### src/rtl/mips_pkg.sv
// Shared MIPS fetch/decode definitions: fetch FSM states, reset PC default,
// instruction width and field bit positions.
package mips_pkg;

  localparam int INSTR_W = 32;
  localparam logic [31:0] RESET_PC_DEFAULT = 32'h0000_0000;

  localparam int OPCODE_MSB = 31;
  localparam int OPCODE_LSB = 26;
  localparam int RS_MSB     = 25;
  localparam int RS_LSB     = 21;
  localparam int RT_MSB     = 20;
  localparam int RT_LSB     = 16;
  localparam int RD_MSB     = 15;
  localparam int RD_LSB     = 11;
  localparam int SHAMT_MSB  = 10;
  localparam int SHAMT_LSB  = 6;
  localparam int FUNCT_MSB  = 5;
  localparam int FUNCT_LSB  = 0;
  localparam int IMM_MSB    = 15;
  localparam int IMM_LSB    = 0;

  typedef enum logic [1:0] {
    S_IDLE = 2'd0,
    S_REQ  = 2'd1,
    S_HOLD = 2'd2
  } fetch_state_e;

  // Sequential PC increment; wraps modulo 2^32.
  function automatic logic [31:0] pc_plus4(input logic [31:0] pc);
    return pc + 32'd4;
  endfunction

endpackage

### src/rtl/ir_field_split.sv
// Pure combinational split of a MIPS instruction word into its fields.
// Shared between fetch and decode.
module ir_field_split
  import mips_pkg::*;
(
  input  logic [INSTR_W-1:0] i_ir,
  output logic [5:0]         o_opcode,
  output logic [4:0]         o_rs,
  output logic [4:0]         o_rt,
  output logic [4:0]         o_rd,
  output logic [4:0]         o_shamt,
  output logic [5:0]         o_funct,
  output logic [15:0]        o_imm16
);

  assign o_opcode = i_ir[OPCODE_MSB:OPCODE_LSB];
  assign o_rs     = i_ir[RS_MSB:RS_LSB];
  assign o_rt     = i_ir[RT_MSB:RT_LSB];
  assign o_rd     = i_ir[RD_MSB:RD_LSB];
  assign o_shamt  = i_ir[SHAMT_MSB:SHAMT_LSB];
  assign o_funct  = i_ir[FUNCT_MSB:FUNCT_LSB];
  assign o_imm16  = i_ir[IMM_MSB:IMM_LSB];

endmodule

### src/rtl/fetch_ir_unit.sv
// Multi-cycle fetch stage: PC, instruction-memory handshake, IR and redirect.
// Define FETCH_MISALIGN_CHK_EN to add the misalign port and trap on unaligned redirects.
module fetch_ir_unit
  import mips_pkg::*;
#(
  parameter logic [31:0] RESET_PC = RESET_PC_DEFAULT
) (
  input  logic        clk,
  input  logic        rst_n,
  output logic        imem_req,
  output logic [31:0] imem_addr,
  input  logic        imem_ack,
  input  logic [31:0] imem_rdata,
  input  logic        redirect_valid,
  input  logic [31:0] redirect_pc,
  output logic        ir_valid,
  input  logic        ir_ready,
  output logic [31:0] ir_instr,
  output logic [31:0] ir_pc,
  output logic [31:0] ir_pc_plus4,
  output logic [5:0]  ir_opcode,
  output logic [4:0]  ir_rs,
  output logic [4:0]  ir_rt,
  output logic [4:0]  ir_rd,
  output logic [4:0]  ir_shamt,
  output logic [5:0]  ir_funct,
  output logic [15:0] ir_imm16
`ifdef FETCH_MISALIGN_CHK_EN
  ,
  output logic        misalign
`endif
);

  fetch_state_e r_state;
  logic [31:0]  r_pc;
  logic [31:0]  r_ir;
  logic [31:0]  r_ir_pc;
  logic         r_imem_req;
  logic         r_ir_valid;
  logic         w_idle_hold;

`ifdef FETCH_MISALIGN_CHK_EN
  logic         r_misalign;
  logic         w_redir_bad;
  assign w_redir_bad = (redirect_pc[1:0] != 2'b00);
  assign w_idle_hold = r_misalign;
  assign misalign    = r_misalign;
`else
  assign w_idle_hold = 1'b0;
`endif

  // Redirect overrides the normal sequence; a same-cycle ack is dropped.
  always_ff @(posedge clk) begin
    if (!rst_n) begin
      r_state    <= S_IDLE;
      r_pc       <= RESET_PC;
      r_ir       <= 32'h0000_0000;
      r_ir_pc    <= 32'h0000_0000;
      r_imem_req <= 1'b0;
      r_ir_valid <= 1'b0;
`ifdef FETCH_MISALIGN_CHK_EN
      r_misalign <= 1'b0;
`endif
    end else if (redirect_valid) begin
      r_ir_valid <= 1'b0;
`ifdef FETCH_MISALIGN_CHK_EN
      r_pc       <= redirect_pc;
      r_misalign <= w_redir_bad;
      r_state    <= w_redir_bad ? S_IDLE : S_REQ;
      r_imem_req <= ~w_redir_bad;
`else
      r_pc       <= {redirect_pc[31:2], 2'b00};
      r_state    <= S_REQ;
      r_imem_req <= 1'b1;
`endif
    end else begin
      case (r_state)
        S_IDLE: begin
          if (!w_idle_hold) begin
            r_state    <= S_REQ;
            r_imem_req <= 1'b1;
          end
        end
        S_REQ: begin
          if (imem_ack) begin
            r_ir       <= imem_rdata;
            r_ir_pc    <= r_pc;
            r_pc       <= pc_plus4(r_pc);
            r_state    <= S_HOLD;
            r_imem_req <= 1'b0;
            r_ir_valid <= 1'b1;
          end
        end
        S_HOLD: begin
          if (r_ir_valid && ir_ready) begin
            r_state    <= S_REQ;
            r_imem_req <= 1'b1;
            r_ir_valid <= 1'b0;
          end
        end
        default: begin
          r_state    <= S_IDLE;
          r_imem_req <= 1'b0;
          r_ir_valid <= 1'b0;
        end
      endcase
    end
  end

  assign imem_req    = r_imem_req;
  assign imem_addr   = r_pc;
  assign ir_valid    = r_ir_valid;
  assign ir_instr    = r_ir;
  assign ir_pc       = r_ir_pc;
  assign ir_pc_plus4 = pc_plus4(r_ir_pc);

  ir_field_split u_split (
    .i_ir     (r_ir),
    .o_opcode (ir_opcode),
    .o_rs     (ir_rs),
    .o_rt     (ir_rt),
    .o_rd     (ir_rd),
    .o_shamt  (ir_shamt),
    .o_funct  (ir_funct),
    .o_imm16  (ir_imm16)
  );

endmodule
### config.mk
export PLATFORM = sky130hd
export DESIGN_NAME = fetch_ir_unit
export DESIGN_NICKNAME = d
export VERILOG_FILES = /design/src/rtl/mips_pkg.sv /design/src/rtl/ir_field_split.sv /design/src/rtl/fetch_ir_unit.sv
export SDC_FILE = /design/constraint.sdc
export NUM_CORES = 1
export LEC_CHECK = 0
export ABC_AREA = 1
export BUFFER_PORTS_ARGS = -buffer_cell sky130_fd_sc_hd__buf_2
export CORE_ASPECT_RATIO = 1.75
export CORE_MARGIN = 3
export CORE_UTILIZATION = 44
export DETAILED_ROUTE_END_ITERATION = 12
export PLACE_DENSITY = 0.78
export SYNTH_ARGS = -nofsm -noshare
export SYNTH_HDL_FRONTEND = slang
export SYNTH_SLANG_ARGS = --single-unit
### constraint.sdc
create_clock -name clk -period 1.6 [get_ports clk]
set_input_delay 0.4 -clock clk [delete_from_list [all_inputs] [get_ports clk]]
set_output_delay 0.4 -clock clk [all_outputs]
set_load 0.05 [all_outputs]
---- Word level (Yosys, flattened, before mapping) ----
Cells that the tools add are included.
storage, ports and cells
  flip-flop bits (word level) ............. 100
  bits of input ports ..................... 69
  output and inout bits ................... 178
  logic and storage cells ................. 44
cells by class
  $add $sub $neg .......................... 2
  equal/unequal tests ..................... 6
  mux-type cells .......................... 14
  bitwise operators ....................... 3
  reduce and logical (&&, ||, !) cells .... 11
operators by type and width
  operator                 number
  $mux W32                 3
  $add A32 B3 Y32 const B  2
  $reduce_and A2 Y1        4
  $mux W1                  6
  $ne A3 B3 Y1 const B     2
  $pmux W1 S3              2
  $pmux W2 S3              1
  $reduce_and A3 Y1        2
  $mux W2                  2
  $ne A2 B2 Y1 const B     2
  $reduce_bool A2 Y1       2
  $not A1 Y1               3
  $eq A2 B1 Y1 const B     1
  $eq A2 B2 Y1 const B     1
  $logic_not A2 Y1         1
  $reduce_or A2 Y1         1
  $logic_and A1 B1 Y1      1

---- Longest topological paths before layout ----
  depth in word-level cells ............... 4
  depth in mapped cells ................... 12
  gate-level depth less buffers ........... 11

---- Modules after synthesis ----
Synthesis repeated with hierarchy kept, for this count alone.
second synthesis, totals
  cell total of the unflattened synthesis .. 841
  area total of the unflattened synthesis .. 5624.1 um^2
modules (own cells, without submodules)
  module          times used  cells an instance  area an instance (um^2)  seq. area each (um^2)
  fetch_ir_unit   1           793                5263.8                   1921.8
  ir_field_split  1           48                 360.3                    0.0

---- Worst setup path after synthesis ----
OpenSTA, ideal clock, no wires.
  path type ............................... flip-flop to output port
  from .................................... register r_ir_pc[3] (netlist: ir_pc[3])
  to ...................................... output port ir_pc_plus4[24]
  arrival ................................. 2.346 ns
  required time ........................... 1.200 ns
  slack ................................... -1.146 ns
  cell stages (with the launch flop) ...... 8
  cell sequence ........................... dfxtp_1 ha_1 nand3_1 nor2_2 nand3_1 nor2_2 nand2_1 xor2_1
on the way
  longest elaborated chain between the ends .. 1
RTL lines
  item                    RTL line             source
  from (decl)             fetch_ir_unit.sv:37  logic [31:0] r_ir_pc;
  from (signal assigned)  fetch_ir_unit.sv:87  r_ir_pc <= r_pc;
  $add A32 B3 Y32         mips_pkg.sv:31       return pc + 32'd4;
  to (decl)               fetch_ir_unit.sv:20  output logic [31:0] ir_pc_plus4,
Every way passes these cells.

---- Worst setup path in the final report ----
  from .................................... register r_ir_pc[2] (netlist: ir_pc[2])
  to ...................................... output port ir_pc_plus4[24]
The elaborated chain is that of the path after synthesis.

==> metrics <==
global routing usage summed across all routing layers=0.266; detailed-route via count=approximately 6,500; Worst path max stage delay=about 0.36 ns; biggest area contributors in the synthesized netlist=sky130_fd_sc_hd__dfxtp_1 34%, sky130_fd_sc_hd__nand2_1 11%, sky130_fd_sc_hd__nor2_1 9.5%; number of ports placed on the die boundary=between 200 and 250; number of placed instances with taps included=around 1,300; Post-layout nets=1,197; number of filler instances in the final layout=roughly 1,000; final std cells w/o fill=roughly 1,300; post-DP HPWL=between 10 and 15 mm; Critical Path Start Type=register; Period minus WS final=around 2.3 ns; site row count=54; largest net degree at the start of global routing=35; maximum capacitance violations=0; status=finished with violations; total wire length after detailed routing=just under 20 mm; post-route clock period utilization=1.44; Register Area=2030 um2; Die Y-Extent=156 um; core area=roughly 12,000 um2; antenna cells=0; CTS buffer count=9; area fraction in and, or, nand and nor cells after synthesis=0.327; average vias per placed instance=between 4 and 5; share of post-route cells with drive strength above 1=0.460; final-report hold violation count=0; worst skew pair latency=roughly 0.35 ns; warnings from Yosys=0; area used by multi-input combinational logic=~3500 um2; critical path arrival=1.90 ns; mean post-synth cell area=around 6.7 um2; die width=approximately 91 um; fin worst setup slack=-0.704 ns; Cell Area, Synth=~5600 um2; DRC violations left=0; fraction of synthesized area in multiplexers=0; antenna-violating nets left=0; effective utilization at floorplan=0.450; cell taking the most area after synthesis=sky130_fd_sc_hd__dfxtp_1; CP Capture Type=output port; total setup violations reported at the end of the flow=29; antenna violations before repair=0; adder and majority cell fraction of the synthesized area=0.00445; number of sinks driven by the clock tree=96; Req. time, crit path=roughly 1.2 ns; buffers added on ports=238; CTS root buffer=sky130_fd_sc_hd__clkbuf_16; compound-cell area share of the yosys netlist=0.121; maximum net fanout on the critical path=4; slowest stage cell, crit path=sky130_fd_sc_hd__dfxtp_4; violations in the final reports=setup timing; cell count after synthesis=~840; maximum buffer depth of the clock tree=2; Final Slew Violations=0; path category of the worst min-delay check=input pin to register; number of unique standard cell types used by synthesis=37; share of synthesized registers carrying an async set or reset=0; post-synthesis share of cell area spent on xor and xnor gates=0.0467; H-tree depth=3; final weighted congestion of routability-driven global placement=roughly 0.9; Die ar.=about 14,000 um2; Yosys top cell area share=0.342; leakage power=roughly 4.3 nW; leftover overflow at the end of global routing=0; via count of the first global-routing pass=6,155; EDFF count, synth=0; final setup TNS=-15.74 ns; Max Clock Skew=between 0.01 and 0.015 ns; critical path class=register to output port; CTS tree=done; peak supply drop=~0.55 mV; chain of cells forming the critical path=ha_4 > nand3_4 > nor2_4 > nand3_4 > nor2_4 > nand2_4 > xor2_4 > buf_6; total power divided by cell area=753 nW/um2; first-pass iteration count of the detailed router=5; Primary FF master, synth=sky130_fd_sc_hd__dfxtp_1; number of flip-flops and latches in the synthesized netlist=96; WL/cell=15.1 um; wire length of the first global-routing pass=30.3 mm; DRT iter0 DRCs=around 280; unrepaired setup endpoints after global routing=true; clock slew at reported path FFs=~0.08 ns; main combinational cell family by area after synthesis=simple AND/OR/NAND/NOR gates; fraction of the yosys area taken by sequential cells=0.342; Area Growth Syn to Fin=57.7%; max frequency=around 430 MHz
## cell type report
class | instances | area share
multi-input combinational | 580 | 0.400
timing repair buffer | 355 | 0.279
sequential | 96 | 0.229
inverter | 84 | 0.0364
clock buffer | 10 | 0.0258
tap | 168 | 0.0237
clock inverter | 6 | 0.00649
## worst max-delay path, delay by kind of cell (launching register included)
kind	cells	cell delay (ns)
XOR/XNOR	1	0.18
adder cells (fa/ha/maj)	1	0.16
buffers and inverters	1	0.16
flip-flops	1	0.36
AND/OR/NAND/NOR	5	0.69
## state kept, by name, indices dropped and copies added (netlist names)
| name | count |
|---|---|
| ir_pc | 30 |
| imem_req | 1 |
| ir_instr | 32 |
| imem_addr | 30 |
| ir_valid | 1 |
| r_state | 2 |
## stage by stage
stage | total power, mW | hold slack (ns) | util | setup slack (ns) | area [um2]
after floorplan | 4.08 | 0.543 | - | -0.447 | 6270
after global placement | 4.53 | 0.451 | 0.636 | -0.380 | 7950
after detailed placement | 4.55 | 0.457 | 0.636 | -0.414 | 7950
after CTS | 6.70 | 0.284 | 0.689 | -0.653 | 8620
after global routing | 6.95 | 0.294 | 0.710 | -0.759 | 8870
final | 6.68 | 0.293 | 0.710 | -0.704 | 8870
## worst paths after layout
kind                                                 from                          to  slack [ns]  cells past startpoint
worst max-delay path                ir_pc[2]$_SDFFE_PN0P_             ir_pc_plus4[24]       -0.70                      8
worst min-delay path                       imem_rdata[12]   ir_instr[12]$_SDFFE_PN0P_        0.29                      3
worst max register to register  imem_addr[2]$_SDFFE_PN0P_  imem_addr[30]$_SDFFE_PN0P_        0.07                     10
worst min register to register      imem_req$_SDFFE_PN0P_       imem_req$_SDFFE_PN0P_        0.47                      2
## cell families after synthesis
kind of cell,after synthesis
flip-flops,96
AO/OA/AOI/OAI,127
XOR/XNOR,30
buffers and inverters,170
other,1
adder cells (fa/ha/maj),2
AND/OR/NAND/NOR,415
## synth_stat cells, types with 7 or more instances
cell                       count
sky130_fd_sc_hd__a211oi_1     12
sky130_fd_sc_hd__a21oi_1      34
sky130_fd_sc_hd__buf_2        12
sky130_fd_sc_hd__buf_4        56
sky130_fd_sc_hd__clkbuf_1     10
sky130_fd_sc_hd__dfxtp_1      96
sky130_fd_sc_hd__inv_1        77
sky130_fd_sc_hd__nand2_1     166
sky130_fd_sc_hd__nand3_1      46
sky130_fd_sc_hd__nand3b_1      7
sky130_fd_sc_hd__nand4_1      11
sky130_fd_sc_hd__nor2_1      142
sky130_fd_sc_hd__nor2_4        9
sky130_fd_sc_hd__nor3_1       11
sky130_fd_sc_hd__o21ai_0      72
sky130_fd_sc_hd__xor2_1       26
## repair_timing
item | in CTS | in global routing
endpoints found under the setup margin | 31 | 38
pin swaps | 21 | 22
cloned | 0 | 0
resized for setup | 97 | 45
hold buffers | 0 | 0
buffers inserted | 8 | 15
hold endpoints to repair | 0 | 0
## cell usage in the layout (no fill, tap or decap), types with 10 or more instances in the layout
cell                       count
sky130_fd_sc_hd__nand2_1     149
sky130_fd_sc_hd__buf_12       10
sky130_fd_sc_hd__nand2_4      10
sky130_fd_sc_hd__o21ai_0      72
sky130_fd_sc_hd__buf_2       202
sky130_fd_sc_hd__dfxtp_4      24
sky130_fd_sc_hd__nor2_4       22
sky130_fd_sc_hd__buf_4        92
sky130_fd_sc_hd__nor2_1      128
sky130_fd_sc_hd__buf_6        44
sky130_fd_sc_hd__inv_1        72
sky130_fd_sc_hd__nand3_1      40
sky130_fd_sc_hd__xor2_4       17
sky130_fd_sc_hd__dfxtp_1      58
sky130_fd_sc_hd__a21oi_1      34
sky130_fd_sc_hd__a211oi_1     12
sky130_fd_sc_hd__nand4_1      11
sky130_fd_sc_hd__nand2_2      15
sky130_fd_sc_hd__dfxtp_2      14
## power breakdown
group | switching (mW) | internal, mW | leakage, nW | total, mW
Clock | 0.995 | 1.09 | 0.141 | 2.09
Combinational | 1.37 | 0.571 | 3.35 | 1.94
Sequential | 0.149 | 2.51 | 0.809 | 2.66
## routing by layer
layer,routed length (um),track usage,vias up
met2,10700,0.499,252
met5,0,0,-
met3,1010,0.0381,43
li1,-,-,3203
met1,7260,0.294,2963
met4,658,0.112,0
No activity file was read; power rests on OpenSTA's default activity.
